<file path="src/rtl/p3_input_conditioner.sv">
// Push-button conditioner for the p3 sequencer input: two-flop synchroniser,
// debounce counter, and a press/auto-repeat FSM producing registered pulses.
module p3_input_conditioner #(
  parameter int unsigned DEBOUNCE_CYCLES = 4,
  parameter int unsigned REPEAT_EN       = 1,
  parameter int unsigned REPEAT_DELAY    = 6,
  parameter int unsigned REPEAT_PERIOD   = 3
) (
  input  logic clock,
  input  logic RST,
  input  logic btn_in,
  output logic p_level,
  output logic p_rise,
  output logic p_fall,
  output logic p_step,
  output logic bouncing
);

  localparam int unsigned CW   = $clog2(DEBOUNCE_CYCLES + 1);
  localparam int unsigned RMAX = (REPEAT_DELAY > REPEAT_PERIOD) ? REPEAT_DELAY : REPEAT_PERIOD;
  localparam int unsigned RW   = $clog2(RMAX + 1);

  localparam logic [CW-1:0] C_DB_LAST    = CW'(DEBOUNCE_CYCLES - 1);
  localparam logic [RW-1:0] C_DELAY_LAST = RW'(REPEAT_DELAY - 1);
  localparam logic [RW-1:0] C_PER_LAST   = RW'(REPEAT_PERIOD - 1);

  typedef enum logic [1:0] {
    IDLE        = 2'd0,
    HELD_DELAY  = 2'd1,
    HELD_REPEAT = 2'd2
  } state_t;

  logic          r_s1, r_s2;
  logic [CW-1:0] r_cnt;
  logic          r_level, r_rise, r_fall, r_step, r_bouncing;
  logic [RW-1:0] r_rcnt;
  state_t        r_state;

  logic          w_mismatch, w_toggle, w_rise_ev, w_fall_ev;
  logic [CW-1:0] w_cnt_nxt;
  logic [RW-1:0] w_rcnt_nxt;
  state_t        w_state_nxt;
  logic          w_step_nxt;

  always_comb begin
    w_mismatch = (r_s2 != r_level);
    w_toggle   = w_mismatch && (r_cnt == C_DB_LAST);
    w_rise_ev  = w_toggle && !r_level;
    w_fall_ev  = w_toggle && r_level;
    w_cnt_nxt  = (!w_mismatch || w_toggle) ? '0 : r_cnt + 1'b1;
  end

  always_ff @(posedge clock) begin
    if (!RST) begin
      r_s1       <= 1'b0;
      r_s2       <= 1'b0;
      r_cnt      <= '0;
      r_level    <= 1'b0;
      r_rise     <= 1'b0;
      r_fall     <= 1'b0;
      r_bouncing <= 1'b0;
    end else begin
      r_s1       <= btn_in;
      r_s2       <= r_s1;
      r_cnt      <= w_cnt_nxt;
      r_bouncing <= (w_cnt_nxt != '0);
      if (w_toggle) r_level <= ~r_level;
      r_rise     <= w_rise_ev;
      r_fall     <= w_fall_ev;
    end
  end

  // State register; p_step is registered alongside so it aligns with p_rise.
  always_ff @(posedge clock) begin
    if (!RST) begin
      r_state <= IDLE;
      r_rcnt  <= '0;
      r_step  <= 1'b0;
    end else begin
      r_state <= w_state_nxt;
      r_rcnt  <= w_rcnt_nxt;
      r_step  <= w_step_nxt;
    end
  end

  always_comb begin
    w_state_nxt = r_state;
    w_rcnt_nxt  = r_rcnt;
    case (r_state)
      IDLE: begin
        w_rcnt_nxt = '0;
        if (w_rise_ev) w_state_nxt = (REPEAT_EN != 0) ? HELD_DELAY : HELD_REPEAT;
      end
      HELD_DELAY: begin
        if (w_fall_ev) begin
          w_state_nxt = IDLE;
          w_rcnt_nxt  = '0;
        end else if (r_rcnt == C_DELAY_LAST) begin
          w_state_nxt = HELD_REPEAT;
          w_rcnt_nxt  = '0;
        end else begin
          w_rcnt_nxt  = r_rcnt + 1'b1;
        end
      end
      HELD_REPEAT: begin
        if (w_fall_ev) begin
          w_state_nxt = IDLE;
          w_rcnt_nxt  = '0;
        end else if (REPEAT_EN == 0 || r_rcnt == C_PER_LAST) begin
          w_rcnt_nxt  = '0;
        end else begin
          w_rcnt_nxt  = r_rcnt + 1'b1;
        end
      end
      default: begin
        w_state_nxt = IDLE;
        w_rcnt_nxt  = '0;
      end
    endcase
  end

  // Release has priority over a coincident repeat tick.
  always_comb begin
    w_step_nxt = 1'b0;
    case (r_state)
      IDLE:        w_step_nxt = w_rise_ev;
      HELD_DELAY:  w_step_nxt = !w_fall_ev && (r_rcnt == C_DELAY_LAST);
      HELD_REPEAT: w_step_nxt = (REPEAT_EN != 0) && !w_fall_ev && (r_rcnt == C_PER_LAST);
      default:     w_step_nxt = 1'b0;
    endcase
  end

  assign p_level  = r_level;
  assign p_rise   = r_rise;
  assign p_fall   = r_fall;
  assign p_step   = r_step;
  assign bouncing = r_bouncing;

endmodule

</file>
<file path="config.mk">
export PLATFORM = sky130hd
export DESIGN_NAME = p3_input_conditioner
export DESIGN_NICKNAME = d
export VERILOG_FILES = /design/src/rtl/p3_input_conditioner.sv
export SDC_FILE = /design/constraint.sdc
export NUM_CORES = 1
export LEC_CHECK = 0
export BUFFER_PORTS_ARGS = -buffer_cell sky130_fd_sc_hd__buf_4
export CAP_MARGIN = 20
export CORE_AREA = 2 2 58 60
export CTS_CLUSTER_DIAMETER = 100
export DETAILED_ROUTE_END_ITERATION = 10
export DIE_AREA = 0 0 60 62
export MAX_ROUTING_LAYER = met4
export PLACE_DENSITY = 0.5
export SLEW_MARGIN = 30
export SYNTH_ARGS = -nofsm -noshare
export SYNTH_HDL_FRONTEND = slang
export SYNTH_SLANG_ARGS = --single-unit
</file>
<file path="constraint.sdc">
create_clock -name clock -period 2.6 [get_ports clock]
set_clock_uncertainty 0.05 [all_clocks]
set_input_delay 0.26 -clock clock [delete_from_list [all_inputs] [get_ports clock]]
set_output_delay 0.26 -clock clock [all_outputs]
set_load 0.01 [all_outputs]
</file>
==> impl_metrics.csv <==
group,metric,value,unit
die,dieArea,0.00372,sq mm
cells_and_area,antenna_cells_inserted,0,
worst_setup_path,setup.worst_path.start,"r_state[0]$_SDFFE_PN0P_",
cts,clock-root-buffer,"clkbuf_4",
cells_and_area,syn2layout_area_growth,18.4,%
drt,dr.pass1.iters,4,
grt,grt_remaining_overflow,0,
place,pre_cts_slack,1.02,ns
sta,hold_viol_final,0,
grt,grt_util_all_layers,7.19,%
worst_setup_path,critical_path_class,"reg -> reg",
cts,htreeDepth,1,
place,place.gp.congestion,0.727,
synthesis,ys_ff_latch,15,
cts,hold_buffers,0,
worst_setup_path,cp_max_fo,5,
worst_setup_path,cp.required,2.77,ns
power,peakVddDrop,0.000274,V
cts,cts_made_buffers,3,
synthesis,synth_ff_type,"dfxtp_1",
cells_and_area,final_common_cell,"dfxtp_1",
place,io_buffer_count,7,
cts,numClockSinks,15,
grt,first_global_vias,459,
die,core_area,0.00318,sq mm
die,placement_rows,21,
sta,worst_pin_slew,0.272,ns
cells_and_area,layout-drive-gt1-share,23.2,%
status,status,"finished clean",
sta,clock.fmax,0.629,GHz
drt,vias,497,
cts,post-cts-setup-buffers,0,
synthesis,avgSynthCellArea,10.1,sq um
grt,grt_pass1_wl,1.96,mm
synthesis,yosys_warnings,0,
synthesis,ys_seq_area_share,41.2,%
worst_setup_path,r2r-start,"r_state[0]$_SDFFE_PN0P_",
cts,clk_pin_slew_worst_paths,0.08,ns
worst_setup_path,reg2reg_to,"r_state[0]$_SDFFE_PN0P_",
grt,grt_max_degree,10,
power,power_leakage,0.330,nW
worst_setup_path,r2r_cells,5,
synthesis,synth_edf_count,0,
die,die_h,62,um
grt,antenna_found_initial,0,
cells_and_area,final_cell_mix,"dfxtp_1, nand2_1, ha_1, buf_4, nor2_1",
cts,cts_resized,0,
worst_setup_path,rrSetupSlack,1.01,ns
place,dp_hpwl,887,um
die,die_w,60,um
drt,ant_nets,0,
worst_setup_path,crit_end,"r_state[0]$_SDFFE_PN0P_",
power,powerDensity,578,mW/mm^2
synthesis,syn-num-nets,82,
sta,layout_min_cycle_time,1.59,ns
sta,slew_violations,0,
die,initial_core_util,22.9,%
cts,clock_latency,0.29,ns
drt,drt_iter0_drc,10,
drt,routed_wirelength,1.10,mm
cells_and_area,nets,93,
synthesis,ys_types,27,
worst_setup_path,crit_path_start_kind,"register",
flow_run,maxCapViolCount,0,
place,placed_cell_area,836,sq um
cts,cts_tree,"built",
synthesis,async_flop_share,0,%
cts,clock_path_buffers,2,
sta,rsz0062_at_grt,"no",
drt,drc,0,
sta,slew_headroom,81.9,%
worst_setup_path,worstPathArrival,1.76,ns
die,pin_count,8,
drt,routedWlPerCell,8.62,um
worst_setup_path,worst_setup_path_end_kind,"register",
cells_and_area,final_util,27.2,%
sta,fin_crit_sh,61.2,%
sta,setup_violations,0,
synthesis,syn_area,729,sq um
power,finalPower,499,uW
cells_and_area,final_area,863,sq um
sta,fin_setup_tns,0,ns
synthesis,syn_inst,72,
hold_path,hold_path_class,"in -> reg",
drt,routed_via_density,3.88,
sta,layout_setup_ws,1.01,ns
power by group:
part | internal, mW | switching, mW | total (mW)
clock | 0.0573 | 0.0742 | 0.131
sequential | 0.240 | 0.00994 | 0.250
combinational | 0.0526 | 0.0650 | 0.118
total | 0.350 | 0.149 | 0.499
worst max-delay path, cell delays in order (launching register included):
cell	delay [ns]
dfxtp_1	0.38
inv_1	0.09
ha_1	0.25
or2_1	0.28
a32oi_2	0.27
mux2i_1	0.20
worst min-delay path by stage:
stage / start / end / slack (ns) / cells after the start
after floorplan: btn_in / r_s1$_SDFF_PN0_ / 0.34 / 1
after global placement: r_s1$_SDFF_PN0_ / r_s2$_SDFF_PN0_ / 0.37 / 1
after detailed placement: r_s1$_SDFF_PN0_ / r_s2$_SDFF_PN0_ / 0.38 / 1
after CTS: btn_in / r_s1$_SDFF_PN0_ / 0.12 / 2
after global routing: btn_in / r_s1$_SDFF_PN0_ / 0.14 / 2
final: btn_in / r_s1$_SDFF_PN0_ / 0.13 / 2
cells by family after synthesis:
logic type               count (synthesis)  synth area share, %
AND/OR/NAND/NOR                         30                 26.2
flip-flops                              15                 41.2
AO/OA/AOI/OAI                           10                 12.4
adder cells (fa/ha/maj)                  7                 12.0
buffers and inverters                    6                 3.09
XOR/XNOR                                 2                 2.40
multiplexers                             2                 2.74
flip-flops by register name, summed over array words and instances, names as in the netlist:
| signal | count |
|---|---|
| bouncing | 1 |
| p_fall | 1 |
| p_level | 1 |
| p_rise | 1 |
| p_step | 1 |
| r_cnt | 3 |
| r_rcnt | 3 |
| r_s1 | 1 |
| r_s2 | 1 |
| r_state | 2 |
area by class of cell:
type	count	area [sq um]
timing repair buffer	7	52.6
tap	46	57.6
multi-input combinational	51	407
clock inverter	1	5.00
clock buffer	3	22.5
fill	338	2320
sequential	15	300
inverter	5	18.8
through the flow:
stage | std cells | hold slack [ns]
finish | 128 | 0.128
global route | 128 | 0.136
CTS | 128 | 0.120
detailed placement | 124 | 0.377
global placement | 124 | 0.373
floorplan | 72 | 0.337
layer usage:
metal | track usage [%] | wire (um) | up-vias
li1 | - | - | 272
met1 | 9.16 | 570 | 213
met2 | 10.4 | 463 | 10
met3 | 3.11 | 57 | 2
met4 | 1.90 | 12 | 0
met5 | - | 0 | -
cell usage after synthesis, drive strengths merged, types with 2 or more instances:
| master | n | area (sq um) |
|---|---|---|
| a21oi | 2 | 10.0 |
| and2 | 2 | 12.5 |
| and2b | 2 | 17.5 |
| dfxtp | 15 | 300 |
| ha | 7 | 87.6 |
| inv | 5 | 18.8 |
| mux2i | 2 | 20.0 |
| nand2 | 7 | 26.3 |
| nand3 | 2 | 10.0 |
| nand3b | 3 | 22.5 |
| nand4bb | 2 | 38.8 |
| nor2 | 6 | 22.5 |
| nor3 | 2 | 10.0 |
| o21ai | 2 | 10.0 |
| xor2 | 2 | 17.5 |
(Power assumes the default switching activity.)
